`config.mk`:
```
export PLATFORM = sky130hd
export DESIGN_NAME = regfile_dump
export DESIGN_NICKNAME = d
export VERILOG_FILES = /design/src/rtl/regfile_dump.sv
export SDC_FILE = /design/constraint.sdc
export NUM_CORES = 1
export LEC_CHECK = 0
export CAP_MARGIN = 20
export CORE_MARGIN = 5
export CORE_UTILIZATION = 45
export DETAILED_ROUTE_END_ITERATION = 10
export GPL_TIMING_DRIVEN = 0
export PLACE_DENSITY = 0.81
export SLEW_MARGIN = 5
export SYNTH_ARGS = -nofsm -noshare
export SYNTH_HDL_FRONTEND = slang
export SYNTH_SLANG_ARGS = --single-unit
export TNS_END_PERCENT = 30
```
`constraint.sdc`:
```
create_clock -name clk -period 2.1 [get_ports clk]
set_input_delay 0.42 -clock clk [delete_from_list [all_inputs] [get_ports clk]]
set_output_delay 0.42 -clock clk [all_outputs]
set_load 0.02 [all_outputs]
```
`src/rtl/regfile_dump.sv`:
```
// Walks an 8-entry register file through one async read port and streams each value as a valid/ready beat.
// Optional macro REGDUMP_HEADER_EN prepends a fixed 8'hA5 header beat to every dump.
module regfile_dump #(
    parameter int NREGS  = 8,
    parameter int ADDR_W = 3,
    parameter int DATA_W = 8
) (
    input  logic                     clk,
    input  logic                     reset,
    input  logic                     start,
    output logic                     busy,
    output logic        [ADDR_W-1:0] rd_addr,
    input  logic signed [DATA_W-1:0] rd_data,
    output logic                     m_valid,
    input  logic                     m_ready,
    output logic signed [DATA_W-1:0] m_data,
    output logic        [ADDR_W-1:0] m_index,
    output logic                     m_last,
    output logic                     done
);

`ifdef REGDUMP_HEADER_EN
    typedef enum logic [2:0] {S_IDLE, S_HDR, S_LOAD, S_SEND, S_DONE} state_t;
    localparam logic signed [DATA_W-1:0] HDR_BYTE = DATA_W'(8'hA5);
`else
    typedef enum logic [2:0] {S_IDLE, S_LOAD, S_SEND, S_DONE} state_t;
`endif

    localparam logic [ADDR_W-1:0] LAST_ADDR = ADDR_W'(NREGS - 1);

    state_t                     state_q, state_d;
    logic        [ADDR_W-1:0]   rd_addr_q, rd_addr_d;
    logic signed [DATA_W-1:0]   data_q, data_d;
    logic        [ADDR_W-1:0]   index_q, index_d;
    logic                       last_q, last_d;
    logic                       valid_q, valid_d;
    logic                       busy_q, busy_d;
    logic                       done_q, done_d;

    always_comb begin
        state_d   = state_q;
        rd_addr_d = rd_addr_q;
        data_d    = data_q;
        index_d   = index_q;
        last_d    = last_q;
        unique case (state_q)
            S_IDLE: begin
                rd_addr_d = '0;
                if (start) begin
`ifdef REGDUMP_HEADER_EN
                    state_d = S_HDR;
                    data_d  = HDR_BYTE;
                    index_d = '0;
                    last_d  = 1'b0;
`else
                    state_d = S_LOAD;
`endif
                end
            end
`ifdef REGDUMP_HEADER_EN
            S_HDR: begin
                if (m_ready) begin
                    state_d   = S_LOAD;
                    rd_addr_d = '0;
                end
            end
`endif
            // Snapshot point: the register is sampled in its own LOAD cycle.
            S_LOAD: begin
                data_d  = rd_data;
                index_d = rd_addr_q;
                last_d  = (rd_addr_q == LAST_ADDR);
                state_d = S_SEND;
            end
            S_SEND: begin
                if (m_ready) begin
                    if (last_q) begin
                        state_d = S_DONE;
                    end else begin
                        rd_addr_d = rd_addr_q + 1'b1;
                        state_d   = S_LOAD;
                    end
                end
            end
            S_DONE: begin
                rd_addr_d = '0;
                state_d   = S_IDLE;
            end
            default: state_d = S_IDLE;
        endcase
    end

    // Handshake outputs are registered from the next state so they are glitch-free.
    always_comb begin
        valid_d = (state_d == S_SEND);
`ifdef REGDUMP_HEADER_EN
        if (state_d == S_HDR) valid_d = 1'b1;
`endif
        busy_d = (state_d != S_IDLE);
        done_d = (state_d == S_DONE);
    end

    always_ff @(posedge clk) begin
        if (reset) begin
            state_q   <= S_IDLE;
            rd_addr_q <= '0;
            data_q    <= '0;
            index_q   <= '0;
            last_q    <= 1'b0;
            valid_q   <= 1'b0;
            busy_q    <= 1'b0;
            done_q    <= 1'b0;
        end else begin
            state_q   <= state_d;
            rd_addr_q <= rd_addr_d;
            data_q    <= data_d;
            index_q   <= index_d;
            last_q    <= last_d;
            valid_q   <= valid_d;
            busy_q    <= busy_d;
            done_q    <= done_d;
        end
    end

    assign rd_addr = rd_addr_q;
    assign m_data  = data_q;
    assign m_index = index_q;
    assign m_last  = last_q;
    assign m_valid = valid_q;
    assign busy    = busy_q;
    assign done    = done_q;

endmodule

```
==> results of run 1 <==
==> metrics by stage <==
stage	hold slack, ns	setup WS, ns	cells	cell area (µm²)
4_1_cts	0.4681	0.3406	133	1145
6_report	0.4741	0.3601	133	1145
2_1_floorplan	0.5628	0.9041	76	805.8
3_5_place_dp	0.4785	0.5381	129	1117
3_3_place_gp	0.4709	0.5501	129	1117
5_1_grt	0.5123	0.2897	133	1145
==> final cells by class <==
| cell class | instances | area share (%) |
|---|---|---|
| sequential | 21 | 36.72 |
| timing repair buffer | 28 | 24.48 |
| multi-input combinational | 49 | 30.71 |
| buffer | 3 | 1.967 |
| inverter | 3 | 0.9836 |
| tap | 25 | 2.732 |
| clock buffer | 3 | 1.967 |
| clock inverter | 1 | 0.4372 |
==> where the power goes <==
part           switching (mW)  internal (mW)  leakage [nW]
Sequential            0.00486          0.405         0.170
Combinational          0.0296         0.0377         0.224
Clock                   0.116         0.0711        0.0177
Total                   0.150          0.514         0.412
==> metal layers <==
metal	track usage, %	part of all wire (%)
met5	0	0
met2	21.28	45
met3	3.704	6.8
met4	8.936	3.0
met1	12.91	45
==> flip-flops by register name (all words and copies together), names as in the netlist <==
signal   flops
done         1
m_index      3
state_q      3
m_valid      1
rd_addr      3
m_data       8
m_last       1
busy         1
==> final timing paths <==
kind | startpoint | end | slack [ns] | cells after the start
min reg2reg | m_data[0] | m_data[0] | 0.50 | 2
max reg2reg | state_q[1] | m_index[1] | 0.82 | 4
max | rd_addr[1] | rd_addr[1] | 0.36 | 1
min | reset | m_data[4] | 0.47 | 2
==> cell usage after synthesis (all sizes together) <==
library cell  number
a211oi             1
a21oi              1
and2b              1
and4bb             1
buf                1
clkbuf             2
conb               1
dfxtp             21
ha                 2
inv                3
mux2               1
mux2i             12
nand2              1
nand2b             1
nand3              3
nor2              15
nor2b              1
nor3               1
nor3b              2
o22ai              1
o31ai              3
or2                1
==> logic make-up (layout without fill, tap and decap cells) <==
kind of cell / after synthesis / count (layout)
simple gates: 27 / 27
mux: 13 / 13
fa+ha+maj: 2 / 2
flops: 21 / 21
buf+inv: 6 / 38
other cells: 1 / 1
compound gates: 6 / 6
==> reports/qor.yml, run 1 <==
p_per_area_nw_per_um2: 580.0
syn2layout_area_growth_pct: 42.08
io_buffers: 28
grt_pass1_vias: 610
fin_util_pct: 67.03
drive_above_1_share_pct: 9.259
cts_buffers: 3
synth_compound_gate_area_share_pct: 5.745
synthMuxAreaShare_pct: 16.30
ys_seq_area_share_pct: 52.17
clk_pin_slew_ns: 0.11
crit_chain: "clkdlybuf4s50_1"
critPathTopFamily: "buffers and inverters"
firstDrtPassIters: 4
fmax_mhz: 574.7
clockBufferDepth: 2
synth_nets: 90
crit_path_end_kind: "output pin"
wirelength_mm: 1.524
wl_per_cell_um: 11.46
final_net_count: 123
yosys_warnings: 0
crit_fanout: 4
fp.dieW_um: 52.32
grt_first_pass_wirelength_mm: 2.497
final_common_cell: "clkdlybuf4s50_1"
multi_input_area_um2: 351.6
worstSkewPairLatency_ns: 0.30
cts_root_buf: "clkbuf_4"
setup_viol: 0
dp_hpwl_mm: 1.177
gp_congestion: 0.7112
setup_tns_ns: 0
syn_inst: 76
core_area_um2: 1708
antenna_found_initial: 0
synthesis.area_um2: 805.8
crit_arrival_ns: 1.32
cts_tree: "done"
via_count: 643
clock-sinks: 21
grt_setup_unrepaired: "no"
fillers: 148
synthTopCellsByArea: "dfxtp_1 52%, mux2i_1 15%, nor2_1 7.0%, ha_1 3.1%, o31ai_1 2.8%"
fin_skew_ns: 0.004442
synth_seq_cells: 21
synth_top_family_by_area: "simple AND/OR/NAND/NOR gates"
final_cell_mix: "28 x clkdlybuf4s50_1, 21 x dfxtp_1, 15 x nor2_1"
cp_data_required_time_ns: 1.68
grt_usage_pct: 12.52
start_kind: "flop"
synth-xor-area-share_pct: 0
dieHeight_um: 52.32
power_uw: 664.1
hold_path.class: "in2reg"
yosys.area_share.adder_pct: 3.106
path_class: "reg2out"
ios: 30
slowest_delay_ns: 0.62
netlist.area_leader.share_pct: 52.17
slew_viol_final: 0
crit_buf_inv: 1
max-cap-violations: 0
period_needed_ns: 1.740
diodes: 0
finalHoldViolations: 0
drc: 0
cts_resized: 0
htreeDepth: 1
drtIter0Drc: 2
leakage_nw: 0.4117
ant_nets: 0
fp-row-count: 15
start_util_pct: 47.18
status: "finished, final reports clean"
synth_cell_types: 23
yosysTopAreaCell: "dfxtp_1"
dieArea_um2: 2737
ctsHoldBuffers: 0
regArea_um2: 420.4
cp_slowest_cell: "clkdlybuf4s50_1"
syn_area_per_cell_um2: 10.60
finalCritPeriodShare_pct: 82.85
grt-ovfl-total: 0
viasPerCell: 4.835
grt_max_degree: 13
peakVddDrop_mv: 0.3865
cts_setup_buffers: 0
yosys.area_share.simple_pct: 18.01
Power figures use the tool's default switching activity.
==> run 2: changes to the inputs <==
CORE_UTILIZATION = 38   (was 45)
PLACE_DENSITY = 0.73   (was 0.81)
clock period = 1.6 ns   (was 2.1 ns; I/O delays follow)
==> run 2 against run 1 <==
Worst hold slack lost 0.084 ns; critical path depth is the same; first-iteration DRC count grew to 4.0 times the previous value; sequential power grew 31%; highest routed layer unchanged.
==> reports/qor.yml, run 2 (synthesized netlist as in run 1, its figures left out) <==
regArea_um2: 420.4
start_kind: "flop"
viasPerCell: 4.548
largest_reg_flops: 8
slew_viol_final: 0
clockBufferDepth: 2
wirelength_mm: 1.555
htreeDepth: 1
dp.cells: 131
wl_per_cell_um: 11.52
multi_input_area_um2: 351.6
fp.dieW_um: 56.05
ctsHoldBuffers: 0
fillers: 174
drc: 0
met1Wirelength_um: 740
crit_path_end_kind: "output pin"
status: "finished, final reports clean"
final_cell_mix: "21 x dfxtp_1, 15 x nor2_1, 12 x mux2i_1, 12 x clkdlybuf4s50_1, 12 x dlymetal6s2s_1"
finalCritPeriodShare_pct: 97.05
worstSkewPairLatency_ns: 0.29
critPathTopFamily: "buffers and inverters"
clock-sinks: 21
slowest_delay_ns: 0.60
grt_first_pass_wirelength_mm: 2.580
wl_met2_um: 690
cts_buffers: 3
p_per_area_nw_per_um2: 739.7
cts_tree: "done"
finalHoldViolations: 0
max-cap-violations: 0
fin_worst_hold_slack_ns: 0.3903
firstDrtPassIters: 4
grt_pass1_vias: 583
leakage_nw: 0.6495
cp_data_required_time_ns: 1.28
final_common_cell: "dfxtp_1"
crit_buf_inv: 1
antenna_found_initial: 0
crit_chain: "clkdlybuf4s50_1"
path_class: "reg2out"
io_buffers: 28
drive_above_1_share_pct: 8.333
period_needed_ns: 1.553
crit_arrival_ns: 1.23
grt_usage_pct: 10.18
final_net_count: 123
dieHeight_um: 56.05
fmax_mhz: 644.0
dp_hpwl_mm: 1.155
drtIter0Drc: 8
hold_path.class: "in2reg"
route.met3.wl_um: 103
core_area_um2: 1982
diodes: 0
start_util_pct: 40.66
grt-ovfl-total: 0
cp_slowest_cell: "clkdlybuf4s50_1"
fp-row-count: 16
syn2layout_area_growth_pct: 45.34
dieArea_um2: 3142
cts_root_buf: "clkbuf_4"
setup_tns_ns: 0
gp_congestion: 0.7260
via_count: 614
fin_skew_ns: 0.0006702
crit_fanout: 2
layout.cells.non_filler: 135
power_uw: 866.2
top_layer_used: "met4"
ant_nets: 0
ios: 30
peakVddDrop_mv: 0.6356
r2r_setup_slack_ns: 0.34
fin_util_pct: 59.09
setup_viol: 0
grt_max_degree: 12
clk_pin_slew_ns: 0.10
grt_setup_unrepaired: "no"
run 2: routing by layer:
metal | vias to the layer above | track usage (%)
met5 | - | 0
met4 | 0 | 3.051
met3 | 2 | 4.408
met2 | 21 | 16.36
met1 | 269 | 12.22
li1 | 322 | -
run 2: worst paths after layout:
kind | cells past startpoint | to | start
max reg2reg | 4 | m_data[2] | state_q[1]
min | 2 | m_data[3] | reset
max | 1 | m_data[6] | m_data[6]
min reg2reg | 2 | m_data[0] | m_data[0]
run 2: stage by stage:
step / setup WS [ns] / cell area, µm²
2_1_floorplan: 0.4612 / 805.8
3_3_place_gp: 0.1446 / 1120
3_5_place_dp: 0.1615 / 1120
4_1_cts: 0.02187 / 1141
5_1_grt: 0.003088 / 1171
6_report: 0.04719 / 1171
run 2: power by group:
part / total [mW] / internal, mW / switching [mW]
registers: 0.538 / 0.532 / 0.00655
logic: 0.0869 / 0.0486 / 0.0383
clock network: 0.241 / 0.0970 / 0.144
total: 0.866 / 0.677 / 0.189
run 2: cell type report:
class / instances / share of cell area [%]
sequential: 21 / 35.90
timing repair buffer: 28 / 26.07
multi-input combinational: 49 / 30.02
clock buffer: 4 / 2.244
tap: 27 / 2.885
buffer: 3 / 1.923
inverter: 3 / 0.9615
run 2: what timing repair did:
item | CTS | global route
setup endpoints to repair | 4 | 12
buffers inserted | 0 | 0
resized for setup | 4 | 12
hold endpoints to repair | 0 | 0
==> run 3: changes to the inputs <==
SETUP_SLACK_MARGIN = 0.05   (was not set)
==> run 3 against run 2 <==
Worst hold slack about the same; clock skew up 0.0022 ns; combinational power fell by 0.5%; non-clock buffer count unchanged; count of clock-buffer cells in the layout stayed put; largest power group unchanged.
==> reports/qor.yml, run 3 (synthesized netlist as in run 1, its figures left out) <==
p_per_area_nw_per_um2: 740.6
path_class: "reg2out"
cp_data_required_time_ns: 1.28
dieArea_um2: 3142
wirelength_mm: 1.564
setup_viol: 0
grt_usage_pct: 10.13
finalHoldViolations: 0
cts_buffers: 3
dp_hpwl_mm: 1.155
ant_nets: 0
grt_max_degree: 12
drive_above_1_share_pct: 8.333
fp.dieW_um: 56.05
cts_tree: "done"
drc: 0
peakVddDrop_mv: 0.6328
crit_arrival_ns: 1.05
start_util_pct: 40.66
slew_viol_final: 0
leakage_nw: 0.6700
cp_slowest_cell: "dfxtp_1"
htreeDepth: 1
diodes: 0
largest_reg_flops: 8
dp.cells: 131
period_needed_ns: 1.365
core_area_um2: 1982
crit_path_end_kind: "output pin"
clock-sinks: 21
crit_chain: "dlygate4sd2_1"
final_cell_mix: "21 x dfxtp_1, 15 x nor2_1, 13 x dlymetal6s2s_1"
critPathTopFamily: "flip-flops"
status: "finished, final reports clean"
ctsHoldBuffers: 0
fp-row-count: 16
antenna_found_initial: 0
max-cap-violations: 0
syn2layout_area_growth_pct: 45.50
grt_setup_unrepaired: "no"
grt_pass1_vias: 582
via_count: 616
start_kind: "flop"
io_buffers: 28
fmax_mhz: 732.5
viasPerCell: 4.563
cts_root_buf: "clkbuf_4"
slowest_delay_ns: 0.40
crit_fanout: 4
dieHeight_um: 56.05
final_common_cell: "dfxtp_1"
hold_path.class: "in2reg"
finalCritPeriodShare_pct: 85.32
crit_buf_inv: 1
grt_first_pass_wirelength_mm: 2.566
final_net_count: 123
clk_pin_slew_ns: 0.11
wl_per_cell_um: 11.59
grt-ovfl-total: 0
worstSkewPairLatency_ns: 0.29
setup_tns_ns: 0
worst_r2r_path_depth: 4
crit_cells: 1
layout.cells.non_filler: 135
firstDrtPassIters: 4
drtIter0Drc: 9
clockBufferDepth: 2
fin_skew_ns: 0.002845
fillers: 172
ios: 30
holdPathStages: 2
gp_congestion: 0.7260
-- run 3: what timing repair did --
item / CTS / global route
gates resized for setup: 5 / 13
gates cloned: 0 / 0
setup endpoints to repair: 18 / 13
buffers inserted: 0 / 0
-- run 3: final timing paths --
check,from,end,slack (ns)
hold reg to reg,m_data[0],m_data[0],0.50
setup / recovery,rd_addr[0],rd_addr[0],0.23
hold / removal,reset,m_data[3],0.39
setup reg to reg,state_q[1],m_data[2],0.34
-- run 3: area by class of cell --
cell class	count	area (µm²)	area share (%)
buffer	3	22.52	1.921
clock buffer	4	26.28	2.241
inverter	3	11.26	0.9605
multi-input combinational	49	351.6	29.99
sequential	21	420.4	35.86
tap	27	33.78	2.882
timing repair buffer	28	306.5	26.15
-- run 3: routing by layer --
layer / share of wire (%) / track usage, % / wire length [µm]
met1: 48 / 12.08 / 754
met2: 44 / 16.36 / 685
met3: 6.6 / 4.408 / 103
met4: 1.3 / 3.051 / 20
met5: 0 / 0 / 0
-- run 3: through the flow --
step	total power, mW	instance area (µm²)	hold WS (ns)	utilization [%]	setup WS, ns
6_report	0.8682	1172	0.3900	59.15	0.2348
5_1_grt	0.9132	1172	0.4109	59.15	0.1658
4_1_cts	0.8766	1140	0.4003	57.51	0.02384
3_5_place_dp	0.6390	1120	0.4797	56.50	0.1615
3_3_place_gp	0.6383	1120	0.4727	56.50	0.1446
2_1_floorplan	0.5941	805.8	0.4672	-	0.4612
-- run 3: power by group --
group	internal, mW	total (mW)	switching, mW
clock network	0.0971	0.243	0.146
registers	0.532	0.538	0.00652
logic	0.0482	0.0865	0.0384
